File: src/rtl/pipelined_barrel_shifter.sv
// pipelined_barrel_shifter
// Parametrised barrel shifter, one register stage per mux level.
// Modes: 00 ROL, 01 ROR, 10 SLL, 11 SRA. Latency SHAMT_W cycles, 1 op/cycle.
// Stage s applies a shift of 2^(SHAMT_W-1-s) when that bit of k is set.
// Whole pipeline freezes when the output holds a result the consumer refuses.
// Optional: define BSHIFT_CARRY_EN to add o_carry (last bit shifted out).
module pipelined_barrel_shifter #(
  parameter  int DATA_W  = 8,
  localparam int SHAMT_W = $clog2(DATA_W)
) (
  input  logic              i_clk,
  input  logic              i_rstn,
  input  logic              i_valid,
  output logic              o_ready,
  input  logic [DATA_W-1:0] i_A,
  input  logic [SHAMT_W-1:0] i_k,
  input  logic [1:0]        i_mode,
  output logic              o_valid,
  input  logic              i_ready,
  output logic [DATA_W-1:0] o_Y
`ifdef BSHIFT_CARRY_EN
  ,
  output logic              o_carry
`endif
);

  localparam logic [1:0] MODE_ROL = 2'b00;
  localparam logic [1:0] MODE_ROR = 2'b01;
  localparam logic [1:0] MODE_SLL = 2'b10;

  logic [DATA_W-1:0]  data_q  [SHAMT_W];
  logic [SHAMT_W-1:0] k_q     [SHAMT_W];
  logic [1:0]         mode_q  [SHAMT_W];
  logic               valid_q [SHAMT_W];
`ifdef BSHIFT_CARRY_EN
  logic               carry_q [SHAMT_W];
`endif

  logic stall;

  // Output register holds a result the consumer is not taking: freeze everything.
  assign stall   = valid_q[SHAMT_W-1] & ~i_ready;
  assign o_ready = ~stall;
  assign o_valid = valid_q[SHAMT_W-1];
  assign o_Y     = data_q[SHAMT_W-1];
`ifdef BSHIFT_CARRY_EN
  assign o_carry = carry_q[SHAMT_W-1];
`endif

  // The tail stage's k and mode have no consumer once the last shift is applied.
  logic unused_tail;
  assign unused_tail = ^{k_q[SHAMT_W-1], mode_q[SHAMT_W-1]};

  for (genvar s = 0; s < SHAMT_W; s++) begin : g_stage
    localparam int BIT = SHAMT_W - 1 - s;
    localparam int AMT = 1 << BIT;

    logic [DATA_W-1:0]  d_in;
    logic [DATA_W-1:0]  d_shift;
    logic [SHAMT_W-1:0] k_in;
    logic [1:0]         mode_in;
    logic               v_in;

    if (s == 0) begin : g_head
      assign d_in    = i_A;
      assign k_in    = i_k;
      assign mode_in = i_mode;
      assign v_in    = i_valid;
    end else begin : g_link
      assign d_in    = data_q[s-1];
      assign k_in    = k_q[s-1];
      assign mode_in = mode_q[s-1];
      assign v_in    = valid_q[s-1];
    end

    // Fixed-distance shift for this level in the requested mode.
    always_comb begin
      d_shift = d_in;
      case (mode_in)
        MODE_ROL: d_shift = {d_in[DATA_W-AMT-1:0], d_in[DATA_W-1:DATA_W-AMT]};
        MODE_ROR: d_shift = {d_in[AMT-1:0], d_in[DATA_W-1:AMT]};
        MODE_SLL: d_shift = {d_in[DATA_W-AMT-1:0], {AMT{1'b0}}};
        default:  d_shift = {{AMT{d_in[DATA_W-1]}}, d_in[DATA_W-1:AMT]};
      endcase
    end

    // Stage register: advance unless the output is stalled.
    always_ff @(posedge i_clk) begin
      if (!i_rstn) begin
        data_q[s]  <= '0;
        k_q[s]     <= '0;
        mode_q[s]  <= '0;
        valid_q[s] <= 1'b0;
      end else if (!stall) begin
        data_q[s]  <= k_in[BIT] ? d_shift : d_in;
        k_q[s]     <= k_in;
        mode_q[s]  <= mode_in;
        valid_q[s] <= v_in;
      end
    end

`ifdef BSHIFT_CARRY_EN
    logic c_in;
    logic c_shift;

    if (s == 0) begin : g_c_head
      assign c_in = 1'b0;
    end else begin : g_c_link
      assign c_in = carry_q[s-1];
    end

    // Bit leaving the word at this level; the last level that shifts wins.
    always_comb begin
      c_shift = 1'b0;
      case (mode_in)
        MODE_ROL: c_shift = d_shift[0];
        MODE_ROR: c_shift = d_shift[DATA_W-1];
        MODE_SLL: c_shift = d_in[DATA_W-AMT];
        default:  c_shift = d_in[AMT-1];
      endcase
    end

    // Carry register moves in lock-step with the data register.
    always_ff @(posedge i_clk) begin
      if (!i_rstn) begin
        carry_q[s] <= 1'b0;
      end else if (!stall) begin
        carry_q[s] <= k_in[BIT] ? c_shift : c_in;
      end
    end
`endif
  end

endmodule
File: config.mk
export PLATFORM = sky130hd
export DESIGN_NAME = pipelined_barrel_shifter
export DESIGN_NICKNAME = d
export VERILOG_FILES = /design/src/rtl/pipelined_barrel_shifter.sv
export SDC_FILE = /design/constraint.sdc
export NUM_CORES = 1
export LEC_CHECK = 0
export ABC_AREA = 1
export CORE_UTILIZATION = 60
export DETAILED_ROUTE_END_ITERATION = 10
export DONT_BUFFER_PORTS = 1
export GPL_TIMING_DRIVEN = 0
export PLACE_DENSITY = 0.76
export SKIP_CTS_REPAIR_TIMING = 1
export SLEW_MARGIN = 20
export SYNTH_ARGS = -nofsm -noshare
export SYNTH_HDL_FRONTEND = slang
export SYNTH_SLANG_ARGS = --single-unit
File: constraint.sdc
create_clock -name i_clk -period 5.14 [get_ports i_clk]
set_input_delay 0.514 -clock i_clk [delete_from_list [all_inputs] [get_ports i_clk]]
set_output_delay 0.514 -clock i_clk [all_outputs]
set_load 0.005 [all_outputs]
=== After elaboration in Yosys (flattened, before gate mapping) ===
Memory sizes are Yosys's and may differ from the RTL's.
Cells that the tools add are included.

* Memories: 4
* Flip-flop bits (word level): 0
* Output and inout port bits: 10
* Bits in writable memories: 42

{| class="wikitable"
|+ Memories
! name !! words !! bits a word !! rd ports !! clocked after memory_dff !! write ports !! RTL line !! source
|-
| data_q || 3 || 8 || 3 || 0 || 3 || 31 || <nowiki>logic [DATA_W-1:0] data_q [SHAMT_W];</nowiki>
|-
| k_q || 3 || 3 || 2 || 0 || 3 || 32 || <nowiki>logic [SHAMT_W-1:0] k_q [SHAMT_W];</nowiki>
|-
| mode_q || 3 || 2 || 2 || 0 || 3 || 33 || <nowiki>logic [1:0] mode_q [SHAMT_W];</nowiki>
|-
| valid_q || 3 || 1 || 3 || 0 || 3 || 34 || <nowiki>logic valid_q [SHAMT_W];</nowiki>
|}

* Equal/unequal tests: 6
* Reductions and logical operators: 4
* Multiplexer cells: 22
* Bitwise logic cells: 15

{| class="wikitable"
|+ Operator list
! operator !! number
|-
| $mux W8 || 6
|-
| $pmux W8 S3 || 2
|-
| $pmux W8 S2 || 1
|-
| $or A1 B1 Y1 || 12
|-
| $mux W3 || 3
|-
| $mux W1 || 7
|-
| $eq A2 B1 Y1 const B || 3
|-
| $eq A2 B2 Y1 const B || 3
|-
| $logic_not A2 Y1 || 3
|-
| $mux W2 || 3
|-
| $not A1 Y1 || 2
|-
| $reduce_or A2 Y1 || 1
|-
| $and A1 B1 Y1 || 1
|}

=== Depth between registers and ports, before layout ===
Gate-level depths: netlist of run 1.

* Depth in word-level cells: 6
* Mapped depth: 6

=== Worst setup path after synthesis of run 1 ===
Ideal clock, no wire load.

* Path kind: input to register
* Start: in i_ready
* End: mem data_q[0][0] (enable)
* Cell stages on the path: 2
* Data arrival time: 1416 ps
* Setup time: 579 ps
* Path slack: 3145 ps
* Buffers on the path: 0
* Path through: inv_1 nand3_1

{| class="wikitable"
|+ RTL lines
! what !! RTL line !! source
|-
| from (decl) || 19 || <nowiki>input logic i_ready,</nowiki>
|-
| to (decl) || 31 ||
|}

==> metrics.md, run 1 <==
| Metric | Value |
|---|---|
| Initial Utilization | 63.7% |
| Fin crit share | 31.7% |
| Gate power share | 11.6% |
| DIE WIDTH | 56.1 µm |
| Worst-Margin Slew | 798 ps |
| Max-slew headroom | 46.7% |
| Final Max Tran Viols | 0 |
| Root buf cell | clkbuf_4 |
| Placed Cells | 233 |
| F_max | 613 MHz |
| Register area share after synthesis | 57.6% |
| First DRT Iteration DRCs | 45 |
| First-pass GRT wire length | 4.97 mm |
| Worst setup EP type | register |
| # fillers | 217 |
| Clock Tree Buf Depth | 2 |
| Number of remaining DRC errors | 0 |
| Switching Fraction | 25.7% |
| Cell Pwr Density | 294 nW/µm² |
| Layout Cells excl Fill | 241 |
| Post-Route WL | 3.02 mm |
| CP delay by family, top | simple AND/OR/NAND/NOR gates |
| Clock sink count | 34 |
| Syn_nets | 219 |
| Final hold vios | 0 |
| Max incr delay on CP | 670 ps |
| RSZ-0062 raised after global routing | no |
| Psw | 140 µW |
| Fin crit period | 1630 ps |
| I/O Pins | 27 |
| Int Power | 404 µW |
| CP arrival | 1460 ps |
| Worst path slowest cell | nand3_2 |
| Yosys top cell by area | edfxtp_1 |
| Clock Skew | 15.5 ps |
| Buffers & Inverters on Critical Path | 0 |
| Top area cells in the synthesized netlist | edfxtp_1 (56%), nor2_1 (9.6%), nand2_1 (8.6%) |
| Syn Inst Count | 202 |
| Height of the die | 56.1 µm |
| Max VDD drop | 0.000220 V |
| Distinct cells, synth | 16 |
| FF+latch area | 1010 µm² |
| GRT Overall Usage | 20.7% |
| Setup TNS | 0 ps |
| WL/cell | 12.5 µm |
| Number of global-route vias before repair | 1326 |
| Via Count | 1333 |
| Worst min path class | input port to register |
| Area delta synth->final | 5.35% |
| Most frequent cells in the layout | nor2_1 (45), nand2_1 (40), edfxtp_1 (33) |
| Max cap viols | 0 |
| Fin nets | 226 |
| Worst skew pair latency | 330 ps |
| Max Fanout on Critical Path | 34 |
| Via density | 5.53 |
| Worst EP required | 4970 ps |
| Total grt overflow | 0 |
| CTS tree | yes |
| Remaining antenna violation count | 0 |
| Initial antenna violation count | 0 |
| H-tree levels | 2 |
| Clock power share | 25.1% |
| Clk pin slew, worst setup/hold paths | 90 ps |
| Share of layout cells above drive strength 1 | 8.10% |
| Number of port buffers | 0 |
| Crit path launch type | register |
| Largest net degree at the start of global routing | 35 |
| ANT cells | 0 |
| Yosys reg bits | 34 |
| Status | complete, no violations |
| Syn Std Cell Area | 1760 µm² |
| First-pass iteration count of the detailed router | 4 |
| Total CTS buffers | 5 |
| Most common cell after layout, fill and taps aside | nor2_1 |
| RD Place Congestion | 0.881 |
| Mean Syn Cell Area | 8.69 µm² |
| Final setup fails | 0 |
| Seq pwr share | 63.3% |
| Synth top area share | 56.5% |
| Yosys warning total | 0 |
| Core area | 2760 µm² |
| Die area | 3150 µm² |
| CP Class | register to register |
| Area of the multi-input gates | 602 µm² |
| Placed wire-length estimate | 2.10 mm |
| Pleak | 0.000817 µW |
| Crit path cell chain | nand3_2 |
| FP Rows | 19 |
-- metrics by stage --
step	area (µm²)	setup slack (ps)	hold WS [ps]	total power (µW)	utilization [%]
2_1_floorplan	1760	3150	412	397	-
3_3_place_gp	1790	2820	416	409	65.1
3_5_place_dp	1800	3340	430	413	65.2
4_1_cts	1850	3490	388	542	67.1
5_1_grt	1850	3420	388	565	67.1
6_report	1850	3510	397	544	67.1
-- power groups by stage --
stage	combinational [µW]	sequential [µW]	clock (µW)
6_report	63.3	344	136
2_1_floorplan	51.1	346	0
4_1_cts	63.0	344	135
5_1_grt	72.8	347	145
3_5_place_dp	62.6	350	0
3_3_place_gp	59.0	350	0
-- cell usage after synthesis (all sizes together) --
cell type	count
nor3b	4
dfxtp	1
nand3	11
nor2	45
clkbuf	1
o21ai	18
buf	7
a21boi	1
edfxtp	33
a21oi	16
nand2	40
inv	25
-- per-layer routing --
layer	track usage [%]	part of all wire [%]	up-vias
met2	38.1	54	57
li1	-	-	674
met5	0	0	-
met1	19.5	38	592
met4	13.9	2.1	0
met3	5.81	6.1	10
-- flip-flops by register name, indices dropped and copies added (netlist names) --
register / cells
data_q: 24
valid_q: 3
k_q: 3
mode_q: 4
-- final timing paths --
kind	from	endpoint	cells after the start	slack [ps]
setup reg to reg	valid_q[2]	data_q[0][1]	1	3510
setup / recovery	valid_q[2]	data_q[0][1]	1	3510
hold reg to reg	valid_q[1]	valid_q[2]	2	440
hold / removal	i_k[1]	k_q[0][1]	2	400
-- cell families (layout without fill, tap and decap cells) --
family / count (synthesis) / in the layout / synth area share (%)
DFF: 34 / 34 / 57.6
AOI/OAI and AO/OA: 35 / 35 / 11.0
and+or+nand+nor: 100 / 100 / 23.0
buffers and inverters: 33 / 41 / 8.41
-- final cells by class --
class | count | share of cell area, %
plain buffers | 8 | 2.91
clock buffers | 6 | 2.23
clock inverters | 2 | 0.474
inverters | 25 | 5.07
multi-input cells | 135 | 32.5
flip-flops and latches | 34 | 54.7
well taps | 31 | 2.10
(Power assumes the default switching activity.)
==> inputs of run 2 (changes only) <==
--- a/config.mk
+++ b/config.mk
@@ -6,11 +6,11 @@
 export NUM_CORES = 1
 export LEC_CHECK = 0
 export ABC_AREA = 1
-export CORE_UTILIZATION = 60
+export CORE_UTILIZATION = 56
 export DETAILED_ROUTE_END_ITERATION = 10
 export DONT_BUFFER_PORTS = 1
 export GPL_TIMING_DRIVEN = 0
-export PLACE_DENSITY = 0.76
+export PLACE_DENSITY = 0.74
 export SKIP_CTS_REPAIR_TIMING = 1
 export SLEW_MARGIN = 20
 export SYNTH_ARGS = -nofsm -noshare
==> constraint.sdc (replaced) <==
create_clock -name i_clk -period 1.49 [get_ports i_clk]
set_input_delay 0.149 -clock i_clk [delete_from_list [all_inputs] [get_ports i_clk]]
set_output_delay 0.149 -clock i_clk [all_outputs]
set_load 0.005 [all_outputs]
==> run 2 against run 1 <==
The flow now finishes with violations (DRC). Maximum frequency increased by 27%. Die area is 6.9% higher. Cell count stayed put. Via count grew 1.1%. Cell area rose by 1.9%. First-iteration DRC count is 53% higher. Clock skew shrank 2.4 ps. Setup slack got worse by 3300 ps. Combinational power grew to 3.5 times the previous value. Critical path depth did not move. Sequential power rose to 3.5 times the previous value. Register-to-register slack worse by 3300 ps. Largest cell class unchanged.
==> metrics.md, run 2 (synthesized netlist as in run 1, its figures left out) <==
| Metric | Value |
|---|---|
| Status | finished with violations |
| Failing checks | DRC |
| Fin crit share | 86.5% |
| I/O Pins | 27 |
| RD Place Congestion | 0.903 |
| Crit path cell chain | nand3_4 |
| Fin crit period | 1290 ps |
| First-pass GRT wire length | 5.11 mm |
| F_max | 776 MHz |
| Most flop-heavy register | data_q |
| Worst setup EP type | register |
| Regs by FF count | data_q: 24 flops, mode_q: 4 flops |
| Initial Utilization | 61.5% |
| Area delta synth->final | 7.34% |
| Psw | 493 µW |
| Height of the die | 58.0 µm |
| Core area | 2850 µm² |
| Max cap viols | 0 |
| Clk pin slew, worst setup/hold paths | 110 ps |
| Initial antenna violation count | 0 |
| Number of port buffers | 0 |
| Number of global-route vias before repair | 1316 |
| Most frequent cells in the layout | nor2_1 (45), nand2_1 (40), edfxtp_1 (33) |
| Final hold vios | 0 |
| Int Power | 1570 µW |
| Crit. path cell count | 1 |
| First-pass iteration count of the detailed router | 7 |
| Total CTS buffers | 5 |
| GRT Overall Usage | 20.6% |
| Worst min path class | input port to register |
| H-tree levels | 2 |
| Buffers & Inverters on Critical Path | 0 |
| Area of the multi-input gates | 609 µm² |
| Most common cell after layout, fill and taps aside | nor2_1 |
| RSZ-0062 raised after global routing | no |
| Hold WS | 19.9 ps |
| FF+latch area | 1010 µm² |
| Total grt overflow | 0 |
| Clock Tree Buf Depth | 2 |
| Placed wire-length estimate | 2.14 mm |
| Share of layout cells above drive strength 1 | 9.05% |
| Hold Path Depth | 2 |
| Placed cell area | 1800 µm² |
| Largest net degree at the start of global routing | 35 |
| Via density | 5.59 |
| Via Count | 1347 |
| Final setup fails | 0 |
| Max-slew headroom | 69.8% |
| Post-route cell area | 1880 µm² |
| Die area | 3360 µm² |
| Root buf cell | clkbuf_4 |
| Number of flip-flops in the largest register | 24 |
| Worst path slowest cell | dfxtp_1 |
| FP Rows | 19 |
| # fillers | 229 |
| CP arrival | 1230 ps |
| Worst EP required | 1430 ps |
| CP delay by family, top | flip-flops |
| Clock Skew | 13.1 ps |
| R2r worst-path depth | 1 |
| Final setup margin | 201 ps |
| Gate power share | 10.7% |
| Clock power share | 31.6% |
| Crit path launch type | register |
| Remaining antenna violation count | 0 |
| First DRT Iteration DRCs | 69 |
| Clock sink count | 34 |
| Number of remaining DRC errors | 3 |
| Worst-Margin Slew | 454 ps |
| Worst skew pair latency | 330 ps |
| Max Fanout on Critical Path | 34 |
| Fin nets | 226 |
| CTS tree | yes |
| Max incr delay on CP | 490 ps |
| Seq pwr share | 57.7% |
| DIE WIDTH | 58.0 µm |
| CP Class | register to register |
| Cell Pwr Density | 1090 nW/µm² |
| ANT cells | 0 |
| Final Max Tran Viols | 0 |
| Switching Fraction | 23.9% |
| Pleak | 0.000832 µW |
| WL/cell | 12.4 µm |
| Post-Place Worst Slack | -123 ps |
| Post-Route WL | 2.99 mm |
| Max VDD drop | 0.000677 V |
[run 2: cell count changes in the layout (fill, tap and decap cells not counted)]
cell       before  now
nand3_2         1    0
nand3_4         0    1
bufinv_16       0    1
clkinv_2        1    2
clkinv_1        1    0
clkbuf_1        2    1
[run 2: stage by stage]
step / util, % / cells / power (µW) / setup TNS, ps
3_5_place_dp: 63.1 / 233 / 1420 / -4040
2_1_floorplan: - / 202 / 1370 / 0
5_1_grt: 66.1 / 241 / 2140 / 0
6_report: 66.1 / 241 / 2060 / 0
3_3_place_gp: 63.1 / 233 / 1410 / -3220
4_1_cts: 65.8 / 241 / 2060 / -4950
[run 2: power by group through the flow]
stage | Combinational (µW) | Sequential (µW) | Clock, µW
2_1_floorplan | 177 | 1190 | 0
3_5_place_dp | 217 | 1210 | 0
4_1_cts | 219 | 1190 | 658
6_report | 221 | 1190 | 650
3_3_place_gp | 204 | 1210 | 0
5_1_grt | 255 | 1200 | 685
[run 2: cell type report]
cell class / instances / area share (%)
Buffer: 8 / 2.86
Clock buffer: 5 / 1.99
Clock inverter: 3 / 2.12
Inverter: 25 / 4.98
Multi-Input combinational cell: 135 / 32.3
Sequential cell: 34 / 53.7
Tap cell: 31 / 2.06
[run 2: routing by layer]
| layer | vias to the layer above | track usage (%) | wire, µm |
|---|---|---|---|
| met3 | 10 | 4.69 | 225 |
| met1 | 590 | 21.0 | 1120 |
| met2 | 72 | 35.8 | 1570 |
| met4 | 0 | 16.7 | 74 |
| met5 | - | 0 | 0 |
| li1 | 675 | - | - |
[run 2: path summary, 6_finish.rpt]
path / startpoint / end / slack (ps)
worst max-delay path: valid_q[2] / data_q[0][2] / 200
worst min-delay path: i_k[0] / k_q[0][0] / 20
worst max register to register: valid_q[2] / data_q[0][2] / 200
worst min register to register: valid_q[1] / valid_q[2] / 440
